## config.mk

```make
export PLATFORM = sky130hd
export DESIGN_NAME = oaum_mantissa_pipe
export DESIGN_NICKNAME = d
export VERILOG_FILES = /design/src/rtl/oaum_pkg.sv /design/src/rtl/oaum_mantissa_pipe_csa_row.sv /design/src/rtl/oaum_mantissa_pipe.sv
export SDC_FILE = /design/constraint.sdc
export NUM_CORES = 1
export LEC_CHECK = 0
export CAP_MARGIN = 0
export CORE_MARGIN = 2
export CORE_UTILIZATION = 35
export CTS_BUF_LIST = sky130_fd_sc_hd__clkbuf_16
export DETAILED_ROUTE_END_ITERATION = 8
export DONT_BUFFER_PORTS = 1
export GPL_TIMING_DRIVEN = 0
export MAX_ROUTING_LAYER = met4
export SLEW_MARGIN = 10
export SYNTH_ARGS = -nofsm -noshare
export SYNTH_HDL_FRONTEND = slang
export SYNTH_HIERARCHICAL = 1
export SYNTH_SLANG_ARGS = --single-unit
```

## constraint.sdc

```tcl
create_clock -name clk -period 29.3 [get_ports clk]
set_input_delay 5.86 -clock clk [delete_from_list [all_inputs] [get_ports clk]]
set_output_delay 5.86 -clock clk [all_outputs]
set_load 0.1 [all_outputs]
```

## src/rtl/oaum_pkg.sv

```systemverilog
// Shared constants and helpers for the approximate mantissa multiplier pipeline.
package oaum_pkg;

    localparam int unsigned DEFAULT_W = 15;
    localparam int unsigned PROD_W = 2 * DEFAULT_W + 2;

    function automatic int unsigned lvl_width(input int unsigned max_level);
        return (max_level < 1) ? 1 : $clog2(max_level + 1);
    endfunction

    function automatic int unsigned prod_width(input int unsigned w);
        return 2 * w + 2;
    endfunction

    // Compensation for the dropped low partial-product rows at level l.
    function automatic logic [63:0] comp_const(input int unsigned w, input int unsigned l);
        return 64'(1) << (2 * w - l - 2);
    endfunction

endpackage

```

## src/rtl/oaum_mantissa_pipe_csa_row.sv

```systemverilog
// 3:2 carry-save row; the carry vector comes out pre-shifted, top carry dropped (mod 2^WIDTH).
module csa_row #(
    parameter int unsigned WIDTH = 8
) (
    input  logic [WIDTH-1:0] a,
    input  logic [WIDTH-1:0] b,
    input  logic [WIDTH-1:0] c,
    output logic [WIDTH-1:0] sum,
    output logic [WIDTH-1:0] cy
);

    always_comb begin
        sum = a ^ b ^ c;
        cy  = {(a[WIDTH-2:0] & b[WIDTH-2:0]) | (a[WIDTH-2:0] & c[WIDTH-2:0]) |
               (b[WIDTH-2:0] & c[WIDTH-2:0]), 1'b0};
    end

endmodule

```

## src/rtl/oaum_mantissa_pipe.sv

```systemverilog
// Three-stage approximate mantissa multiplier: operand regs, CSA reduction, CPA + normalize.
module oaum_mantissa_pipe
    import oaum_pkg::*;
#(
    parameter int unsigned MANTISSA_WIDTH = 15,
    parameter int unsigned MAX_LEVEL      = 3,
    parameter int unsigned TAG_WIDTH      = 4,
    parameter int unsigned LVL_W          = lvl_width(MAX_LEVEL)
) (
    input  logic                      clk,
    input  logic                      rst_n,
    input  logic                      in_valid,
    output logic                      in_ready,
    input  logic [MANTISSA_WIDTH-1:0] mant_x,
    input  logic [MANTISSA_WIDTH-1:0] mant_y,
    input  logic [LVL_W-1:0]          level,
    input  logic [TAG_WIDTH-1:0]      tag_in,
    output logic                      out_valid,
    input  logic                      out_ready,
    output logic [MANTISSA_WIDTH-1:0] mant_out,
    output logic                      carry,
    output logic [TAG_WIDTH-1:0]      tag_out
);

    localparam int unsigned W    = MANTISSA_WIDTH;
    localparam int unsigned PW   = prod_width(W);
    localparam int unsigned NOPS = W + 3;

    logic adv;
    assign adv      = !out_valid || out_ready;
    assign in_ready = adv;

    logic [LVL_W-1:0] lc_in;
    assign lc_in = (32'(level) > MAX_LEVEL) ? LVL_W'(MAX_LEVEL) : level;

    // Stage 1: operand registers
    logic                 v1;
    logic [W-1:0]         x1, y1;
    logic [LVL_W-1:0]     lc1;
    logic [TAG_WIDTH-1:0] tag1;

    always_ff @(posedge clk or negedge rst_n) begin
        if (!rst_n) begin
            v1   <= 1'b0;
            x1   <= '0;
            y1   <= '0;
            lc1  <= '0;
            tag1 <= '0;
        end else if (adv) begin
            v1   <= in_valid;
            x1   <= mant_x;
            y1   <= mant_y;
            lc1  <= lc_in;
            tag1 <= tag_in;
        end
    end

    // Operand 0 merges the hidden-bit product with the compensation constant (no overlap).
    logic [PW-1:0] ops [NOPS];

    always_comb begin
        ops[0] = (PW'(1) << (2 * W)) | ((lc1 != '0) ? PW'(comp_const(W, 32'(lc1))) : '0);
        ops[1] = PW'(x1) << W;
        ops[2] = PW'(y1) << W;
        for (int j = 0; j < int'(W); j++) begin
            if (((lc1 == '0) || (j + int'(lc1) >= int'(W))) && y1[j]) begin
                ops[j+3] = PW'(x1) << j;
            end else begin
                ops[j+3] = '0;
            end
        end
    end

    for (genvar k = 0; k < NOPS - 2; k++) begin : g_csa
        logic [PW-1:0] in_s, in_c, s, cy;
        if (k == 0) begin : g_first
            assign in_s = ops[0];
            assign in_c = ops[1];
        end else begin : g_next
            assign in_s = g_csa[k-1].s;
            assign in_c = g_csa[k-1].cy;
        end
        csa_row #(.WIDTH(PW)) u_csa (
            .a  (in_s),
            .b  (in_c),
            .c  (ops[k+2]),
            .sum(s),
            .cy (cy)
        );
    end

    logic [PW-1:0] red_s, red_c;
    assign red_s = g_csa[NOPS-3].s;
    assign red_c = g_csa[NOPS-3].cy;

    // Stage 2: carry-save vectors
    logic                 v2;
    logic [PW-1:0]        s2, c2;
    logic [TAG_WIDTH-1:0] tag2;

    always_ff @(posedge clk or negedge rst_n) begin
        if (!rst_n) begin
            v2   <= 1'b0;
            s2   <= '0;
            c2   <= '0;
            tag2 <= '0;
        end else if (adv) begin
            v2   <= v1;
            s2   <= red_s;
            c2   <= red_c;
            tag2 <= tag1;
        end
    end

    logic [PW-1:0] prod;
    logic [W-1:0]  norm_mant;
    logic          norm_carry;
    logic          unused_lo;

    always_comb begin
        prod       = s2 + c2;
        norm_carry = prod[2*W+1];
        norm_mant  = norm_carry ? prod[2*W:W+1] : prod[2*W-1:W];
    end

    // Bits below the result LSB are truncated.
    assign unused_lo = ^prod[W-1:0];

    // Stage 3: output registers
    always_ff @(posedge clk or negedge rst_n) begin
        if (!rst_n) begin
            out_valid <= 1'b0;
            mant_out  <= '0;
            carry     <= 1'b0;
            tag_out   <= '0;
        end else if (adv) begin
            out_valid <= v2;
            if (v2) begin
                mant_out <= norm_mant;
                carry    <= norm_carry;
                tag_out  <= tag2;
            end
        end
    end

endmodule

```

-- Yosys cells after proc, flatten, opt, wreduce, memory -nomap -nowiden
Cells that the tools add are included.
- bits in registers: 126
- input bits: 40
- output and inout bits: 22
- logic and storage cells: 210
- add/subtract/negate cells: 17
- $lt $le $gt $ge: 15
- shift-type cells: 1
- muxes and demuxes: 17
- bitwise logic cells: 112
- reduce and logical (&&, ||, !) cells: 35
- operator list (kind ; count):
    bitwise OR 31 bit ; 32
    XOR 32 bit ; 15
    AND 31 bit ; 15
    XOR 32 x 30 -> 32 bit ; 2
    AND 31 x 15 -> 31 bit ; 2
    AND 31 x 16 -> 31 bit ; 2
    AND 31 x 17 -> 31 bit ; 2
    AND 31 x 18 -> 31 bit ; 2
    AND 31 x 19 -> 31 bit ; 2
    AND 31 x 20 -> 31 bit ; 2
    AND 31 x 21 -> 31 bit ; 2
    AND 31 x 22 -> 31 bit ; 2
    AND 31 x 23 -> 31 bit ; 2
    AND 31 x 24 -> 31 bit ; 2
    AND 31 x 25 -> 31 bit ; 2
    AND 31 x 26 -> 31 bit ; 2
    AND 31 x 27 -> 31 bit ; 2
    AND 31 x 28 -> 31 bit ; 2
    AND 31 x 29 -> 31 bit ; 2
    AND 31 x 30 -> 31 bit ; 2
    adder 4 x 2 -> 5 bit (first input constant) ; 7
    greater-or-equal comparator 5 x 4 -> 1 bit (second input constant) ; 7
    adder 32 bit ; 1
    2-to-1 mux 32 bit ; 1
    other kinds (46) ; 85

-- Longest topological paths before layout
Gate-level depths: netlist (run 1).
- depth after elaboration: 52
- mapped depth: 23
- gate-level depth less buffers: 23

-- By module
The synthesis (run 1) kept the hierarchy.
- by module, submodules not included (module ; instances ; cells an instance ; area an instance (um^2) ; seq. area each (um^2)):
    csa_row ; 16 ; 34 ; 655.6 ; 0.0
    oaum_mantissa_pipe ; 1 ; 1000 ; 7918.8 ; 3178.0

-- Worst setup path after synthesis (run 1)
Ideal clock, no wire load.
- path kind: input-to-output
- start point: in out_ready
- end point: out in_ready
- arrival time: 7393 ps
- required time: 23440 ps
- slack: 16047 ps
- stages: 5
- path buffers: 3
- path through: nor2b_1 clkbuf_1 inv_1 clkbuf_1 clkbuf_1
- longest elaborated chain between the ends: 1
- RTL lines (what ; RTL line ; source):
    from (decl) ; oaum_mantissa_pipe.sv:19 ; input logic out_ready,
    logical OR 1 bit ; oaum_mantissa_pipe.sv:30 ; assign adv = !out_valid || out_ready;
    to (decl) ; oaum_mantissa_pipe.sv:13 ; output logic in_ready,
No other way between the ends.

-- Final worst setup path (run 1)
Ends and elaborated chain as after synthesis.

==> results.sh, run 1 <==
export IMPL_first_pass_grt_wire_length_um=67760
export IMPL_final_setup_tns_ps=0
export IMPL_gp_congestion=0.8442
export IMPL_tritoncts_clock_tree="yes"
export IMPL_regToRegStartpoint="lc1[0]$_DFFE_PN0N_"
export IMPL_design_die_area_um2=54450
export IMPL_clock_root_buffer="sky130_fd_sc_hd__clkbuf_16"
export IMPL_worst_r2r_endpoint="s2[16]$_DFFE_PN0N_"
export IMPL_io_buffer_count=0
export IMPL_die_height_um=233.3
export IMPL_place_worst_setup_slack_ps=16060
export IMPL_hold_viol_final=0
export IMPL_crit_path_start="out_ready"
export IMPL_outcome="finished clean"
export IMPL_via_per_inst=4.545
export IMPL_hpwlAfterDp_um=33380
export IMPL_worstHoldPathType="reg2reg"
export IMPL_antenna_found_initial=3
export IMPL_detail_route_iter0_violations=422
export IMPL_clockBufferDepth=2
export IMPL_core_area_um2=52240
export IMPL_num_vias=11710
export IMPL_synth_top_cells_by_area="sky130_fd_sc_hd__fa_1 54%, sky130_fd_sc_hd__dfrtp_1 17%, sky130_fd_sc_hd__nand2_1 7.1%, sky130_fd_sc_hd__and3_1 6.2%, sky130_fd_sc_hd__ha_1 2.5%"
export IMPL_flow_area_growth_from_synthesis_pct=14.56
export IMPL_drive_above_1_share_pct=4.083
export IMPL_finalWorstPathRequiredPeriod_ps=13190
export IMPL_gr_total_overflow=0
export IMPL_synth_top_area_share_pct=53.94
export IMPL_timing_max_cap_violations=0
export IMPL_worst_slew_pin_transition_ps=950.9
export IMPL_finClkSkew_ps=12.60
export IMPL_totalWireLength_um=38710
export IMPL_finalNetCount=2446
export IMPL_postCtsResizedCells=0
export IMPL_synth_main_ff_cell="sky130_fd_sc_hd__dfrtp_1"
export IMPL_die_x_um=233.3
export IMPL_clk_transition_reported_paths_ps=60
export IMPL_syn_cell_area_um2=18410
export IMPL_yosysWarningCount=6
export IMPL_drcViolationCount=0
export IMPL_cp_data_required_time_ps=23440
export IMPL_syn_area_per_cell_um2=11.92
export IMPL_numCtsBuffers=17
export IMPL_first_global_vias=13660
export IMPL_io_pins=62
export IMPL_timing_setup_critical_path_class="in2out"
export IMPL_grt_start_max_net_pins=128
export IMPL_worst_r2r_setup_slack_ps=18940
export IMPL_wl_per_cell_um=15.02
export IMPL_reg2reg_depth=23
export IMPL_yosysMostFrequentCell="sky130_fd_sc_hd__fa_1"
export IMPL_setup_slack_ps=16110
export IMPL_synth_seq_cells=127
export IMPL_drt_pass1_iterations=7
export IMPL_row_count=84
export IMPL_post_synth_num_cell_types=55
export IMPL_synth_cells_most_frequent="496 x sky130_fd_sc_hd__fa_1, 348 x sky130_fd_sc_hd__nand2_1, 182 x sky130_fd_sc_hd__and3_1"
export IMPL_synth_yosys_seq_area_share_pct=17.26
export IMPL_grt_setup_unrepaired="false"
export IMPL_ys_async_sr_fraction_pct=100.0
export IMPL_post_cts_setup_inserts=0
export IMPL_max_freq_mhz=75.81
export IMPL_critical_path_endpoint_type="primary output"
export IMPL_final_setup_viol_count=0
export IMPL_critical_path_endpoint="in_ready"
export IMPL_hold_buffers=0
export IMPL_timing_slew_headroom_pct=36.60
export IMPL_cp_start_kind="input port"
export IMPL_start_util_pct=35.24
export IMPL_critical_path_peak_fanout=10
export IMPL_post_synth_top_area_cell="sky130_fd_sc_hd__fa_1"
export IMPL_global_route_usage_total_pct=16.70
export IMPL_htree_levels=4
export IMPL_synth_edff_count=0
export IMPL_fill_cells=5059
export IMPL_timing_max_transition_violations_final=0
export IMPL_cts_sinks=127
export IMPL_synthesis_instances=1544
export IMPL_layout_core_utilization_pct=40.37
export IMPL_timing_critical_path_arrival_ps=7330
export IMPL_clkLatencyLatePin_ps=460
export IMPL_ant_nets=0
export IMPL_post_route_period_util_pct=45.02
## metrics by stage
| step | std cells | hold slack, ps | cell area [um2] |
|---|---|---|---|
| 5_1_grt | 2577 | 491.9 | 21090 |
| 6_report | 2577 | 471.9 | 21090 |
| 4_1_cts | 2574 | 471.8 | 21080 |
| 3_5_place_dp | 2542 | 456.5 | 20430 |
| 2_1_floorplan | 1854 | 434.8 | 19570 |
| 3_3_place_gp | 2542 | 449.4 | 20430 |
## registers in the layout, summed over array words and instances (netlist names)
| register | flops |
|---|---|
| c2 | 32 |
| tag_out | 4 |
| tag1 | 4 |
| v1 | 1 |
| out_valid | 1 |
| tag2 | 4 |
| v2 | 1 |
| s2 | 32 |
| carry | 1 |
| mant_out | 15 |
| y1 | 15 |
| lc1 | 2 |
| x1 | 15 |
## cell usage in the layout (no fill, tap or decap), types with 3 or more instances in the layout
cell type	instances
sky130_fd_sc_hd__a211oi_1	4
sky130_fd_sc_hd__a21boi_0	3
sky130_fd_sc_hd__a21o_1	3
sky130_fd_sc_hd__a21oi_1	24
sky130_fd_sc_hd__and2_1	50
sky130_fd_sc_hd__and3_1	182
sky130_fd_sc_hd__buf_4	16
sky130_fd_sc_hd__bufinv_16	4
sky130_fd_sc_hd__clkbuf_1	76
sky130_fd_sc_hd__clkbuf_16	17
sky130_fd_sc_hd__clkinv_4	4
sky130_fd_sc_hd__conb_1	328
sky130_fd_sc_hd__dfrtp_1	127
sky130_fd_sc_hd__diode_2	3
sky130_fd_sc_hd__fa_1	496
sky130_fd_sc_hd__ha_1	37
sky130_fd_sc_hd__inv_1	12
sky130_fd_sc_hd__inv_6	5
sky130_fd_sc_hd__mux2_2	8
sky130_fd_sc_hd__mux2i_1	10
sky130_fd_sc_hd__nand2_1	348
sky130_fd_sc_hd__nand3_1	9
sky130_fd_sc_hd__nor2_1	12
sky130_fd_sc_hd__nor2b_1	4
sky130_fd_sc_hd__nor3_1	4
sky130_fd_sc_hd__o211ai_1	4
sky130_fd_sc_hd__o21ai_0	15
sky130_fd_sc_hd__o21ai_1	10
sky130_fd_sc_hd__o21ai_2	5
sky130_fd_sc_hd__o21bai_1	3
sky130_fd_sc_hd__xnor2_1	7
sky130_fd_sc_hd__xor2_1	7
sky130_fd_sc_hd__xor3_1	16
## routing by layer
metal  wire [um]  global-route usage (%)  vias up
li1            -                       -     5271
met1       15820                   19.66     6259
met5           0                       -        -
met3        1720                   3.528       32
met4         654                   4.140        0
met2       20520                   29.15      150
## how the worst min path moves through the flow
stage / to / cells past startpoint / slack, ps / startpoint
floorplan: tag2[0]$_DFFE_PN0N_ / 2 / 430 / tag2[0]$_DFFE_PN0N_
global placement: tag1[3]$_DFFE_PN0N_ / 2 / 450 / tag1[3]$_DFFE_PN0N_
detailed placement: tag2[2]$_DFFE_PN0N_ / 2 / 460 / tag2[2]$_DFFE_PN0N_
CTS: tag2[2]$_DFFE_PN0N_ / 2 / 470 / tag2[2]$_DFFE_PN0N_
global route: v1$_DFFE_PN0N_ / 2 / 490 / v1$_DFFE_PN0N_
finish: tag2[3]$_DFFE_PN0N_ / 2 / 470 / tag2[3]$_DFFE_PN0N_
## area by class of cell
| class | instances | area, um2 | area share [%] |
|---|---|---|---|
| inverters | 12 | 45.04 | 0.2136 |
| clock buffers | 17 | 425.4 | 2.017 |
| plain buffers | 94 | 421.7 | 1.999 |
| clock inverters | 15 | 221.5 | 1.050 |
| diodes | 3 | 7.507 | 0.03560 |
| flip-flops and latches | 127 | 3178 | 15.07 |
| well taps | 688 | 860.8 | 4.082 |
| multi-input cells | 1621 | 15930 | 75.53 |
## kinds of logic after synthesis
kind of cell / synth area share (%)
AO/OA/AOI/OAI: 3.099
AND/OR/NAND/NOR: 16.37
flip-flops: 17.26
multiplexers: 1.033
other: 0.3670
buffers and inverters: 2.528
adder cells (fa/ha/maj): 56.45
XOR/XNOR: 2.882
## critical path: stages
cell and delay [ps]:
sky130_fd_sc_hd__nor2b_1 20, sky130_fd_sc_hd__clkbuf_1 190, sky130_fd_sc_hd__inv_1 120, sky130_fd_sc_hd__clkbuf_1 440, sky130_fd_sc_hd__clkbuf_2 690
Power of run 1 is not shown: default switching activity piles up to over one toggle a cycle in this logic, so the estimate is an artifact.
==> run 2, diff against run 1 <==
==> constraint.sdc (replaced) <==
create_clock -name clk -period 13.1 [get_ports clk]
set_input_delay 2.62 -clock clk [delete_from_list [all_inputs] [get_ports clk]]
set_output_delay 2.62 -clock clk [all_outputs]
set_load 0.1 [all_outputs]
==> results of run 2 <==
The final DEF is identical to that of run 1. Status: finished clean.
Main changes from that run: setup slack after placement 16060 ps -> 2718 ps; clock-pin slew on the worst setup and hold paths 60 ps -> 70 ps; setup slack after layout 16110 ps -> 2738 ps; start point of the critical path out_ready -> lc1[0]$_DFFE_PN0N_; end point of the critical path in_ready -> s2[16]$_DFFE_PN0N_; register-to-register setup slack 18940 ps -> 2740 ps
Power of run 2 is left out for the same reason.
==> run 3, diff against run 2 <==
==> constraint.sdc (replaced) <==
create_clock -name clk -period 10.15 [get_ports clk]
set_input_delay 2.03 -clock clk [delete_from_list [all_inputs] [get_ports clk]]
set_output_delay 2.03 -clock clk [all_outputs]
set_load 0.1 [all_outputs]
==> run 3 against run 2 <==
- design area grew 0.11%
- global-route usage hardly changed
- clock skew rose by 1.2 ps
- die area is the same
- maximum frequency grew 5.9%
- largest cell class unchanged
- sequential cell count is the same
==> results.sh, run 3 (synthesis results as in run 1) <==
export IMPL_outcome="finished clean"
export IMPL_die_height_um=233.3
export IMPL_tritoncts_clock_tree="yes"
export IMPL_worst_r2r_endpoint="s2[16]$_DFFE_PN0N_"
export IMPL_ant_nets=0
export IMPL_timing_slew_headroom_pct=35.40
export IMPL_post_route_period_util_pct=96.42
export IMPL_hpwlAfterDp_um=33380
export IMPL_timing_critical_path_cells="inv_4, ha_2, nand2_1, nor2_2, and2_1, fa_1, fa_1, fa_1, fa_1, fa_1, fa_1, fa_1, fa_1, fa_1, fa_1, fa_1, fa_1, fa_1, fa_1, fa_1, fa_1, nand2_1, nand2_1"
export IMPL_cp_data_required_time_ps=10540
export IMPL_slowest_stage="sky130_fd_sc_hd__fa_1"
export IMPL_global_route_usage_total_pct=16.68
export IMPL_clock_root_buffer="sky130_fd_sc_hd__clkbuf_16"
export IMPL_core_area_um2=52240
export IMPL_via_per_inst=4.546
export IMPL_largestRegisters="c2: 32 flops, s2: 32 flops"
export IMPL_clkLatencyLatePin_ps=460
export IMPL_finalNetCount=2445
export IMPL_io_pins=62
export IMPL_finClkSkew_ps=13.78
export IMPL_critPathMostFrequentCell="sky130_fd_sc_hd__fa_1"
export IMPL_layout_cells_most_common="sky130_fd_sc_hd__fa_1"
export IMPL_drt_pass1_iterations=5
export IMPL_worst_slew_pin_transition_ps=968.9
export IMPL_wl_per_cell_um=15.03
export IMPL_timing_setup_critical_path_class="reg2reg"
export IMPL_start_util_pct=35.24
export IMPL_critical_path_peak_fanout=5
export IMPL_first_pass_grt_wire_length_um=67690
export IMPL_final_setup_viol_count=0
export IMPL_timing_max_cap_violations=0
export IMPL_setup_slack_ps=363.2
export IMPL_critical_path_endpoint_type="register"
export IMPL_hold_viol_final=0
export IMPL_drcViolationCount=0
export IMPL_grt_start_max_net_pins=128
export IMPL_gp_congestion=0.8442
export IMPL_io_buffer_count=0
export IMPL_place_worst_setup_slack_ps=-232.4
export IMPL_die_x_um=233.3
export IMPL_grt_setup_unrepaired="false"
export IMPL_cts_sinks=127
export IMPL_htree_levels=4
export IMPL_worst_path_stages=23
export IMPL_cp_start_kind="register"
export IMPL_timing_max_transition_violations_final=0
export IMPL_critPathTopFamily="adder cells"
export IMPL_crit_path_start="lc1[0]$_DFFE_PN0N_"
export IMPL_totalWireLength_um=38710
export IMPL_max_freq_mhz=102.2
export IMPL_num_vias=11710
export IMPL_cp_buffers_inverters=1
export IMPL_clockBufferDepth=2
export IMPL_critical_path_endpoint="s2[16]$_DFFE_PN0N_"
export IMPL_hold_buffers=0
export IMPL_clk_transition_reported_paths_ps=70
export IMPL_worst_path_largest_cell_delay_ps=550
export IMPL_flow_area_growth_from_synthesis_pct=14.68
export IMPL_row_count=84
export IMPL_gr_total_overflow=0
export IMPL_finalHoldWorstSlack_ps=472.2
export IMPL_worst_r2r_setup_slack_ps=360
export IMPL_numCtsBuffers=17
export IMPL_fill_cells=5057
export IMPL_drive_above_1_share_pct=4.509
export IMPL_design_die_area_um2=54450
export IMPL_first_global_vias=13650
export IMPL_final_cell_mix="496 x sky130_fd_sc_hd__fa_1, 348 x sky130_fd_sc_hd__nand2_1, 328 x sky130_fd_sc_hd__conb_1"
export IMPL_antenna_found_initial=3
export IMPL_regToRegStartpoint="lc1[0]$_DFFE_PN0N_"
export IMPL_worstHoldPathType="reg2reg"
export IMPL_finalWorstPathRequiredPeriod_ps=9787
export IMPL_detail_route_iter0_violations=469
export IMPL_reg2reg_depth=23
export IMPL_timing_critical_path_arrival_ps=10180
## run 3: how the worst min path moves through the flow
stage                              startpoint             endpoint  slack [ps]  cells after the start
final                     tag2[3]$_DFFE_PN0N_  tag2[3]$_DFFE_PN0N_         470                      2
after global placement    tag1[3]$_DFFE_PN0N_  tag1[3]$_DFFE_PN0N_         450                      2
after CTS                 tag2[2]$_DFFE_PN0N_  tag2[2]$_DFFE_PN0N_         470                      2
after floorplan           tag2[0]$_DFFE_PN0N_  tag2[0]$_DFFE_PN0N_         430                      2
after detailed placement  tag2[2]$_DFFE_PN0N_  tag2[2]$_DFFE_PN0N_         460                      2
after global routing           v1$_DFFE_PN0N_       v1$_DFFE_PN0N_         490                      2
## run 3: layer usage
| metal | up-vias | GRT usage (%) | share of wire [%] |
|---|---|---|---|
| li1 | 5272 | - | - |
| met5 | - | - | 0 |
| met2 | 146 | 29.11 | 53 |
| met3 | 32 | 3.528 | 4.3 |
| met1 | 6260 | 19.63 | 41 |
| met4 | 0 | 4.140 | 1.6 |
## run 3: through the flow
| step | utilization [%] | setup TNS (ps) | instances | area [um2] |
|---|---|---|---|---|
| 3_3_place_gp | 39.12 | -707.0 | 2542 | 20430 |
| 3_5_place_dp | 39.12 | -1787 | 2542 | 20430 |
| 5_1_grt | 40.42 | 0 | 2576 | 21110 |
| 2_1_floorplan | - | 0 | 1854 | 19570 |
| 6_report | 40.42 | 0 | 2576 | 21110 |
| 4_1_cts | 40.35 | 0 | 2572 | 21080 |
## run 3: final cells by class
type / instances / area, um2 / share of cell area, %
antenna: 3 / 7.507 / 0.03556
buffer: 92 / 415.4 / 1.968
clock buffer: 17 / 425.4 / 2.015
clock inverter: 15 / 221.5 / 1.049
inverter: 12 / 47.55 / 0.2252
multi-input combinational: 1621 / 15950 / 75.53
sequential: 127 / 3179 / 15.06
tap: 688 / 860.8 / 4.078
timing repair buffer: 1 / 7.507 / 0.03556
## run 3: what timing repair did
item / 4_1_cts / 5_1_grt
gates resized for setup: 1 / 9
setup buffers: 0 / 1
setup endpoints to repair: 14 / 36
pin swaps: 0 / 1
## run 3: worst min-delay path, delay by kind of cell, from the launching register on
kind,cells,cell delay [ps]
flip-flops,1,340
AND/OR/NAND/NOR,2,100
Power of run 3 is left out for the same reason.
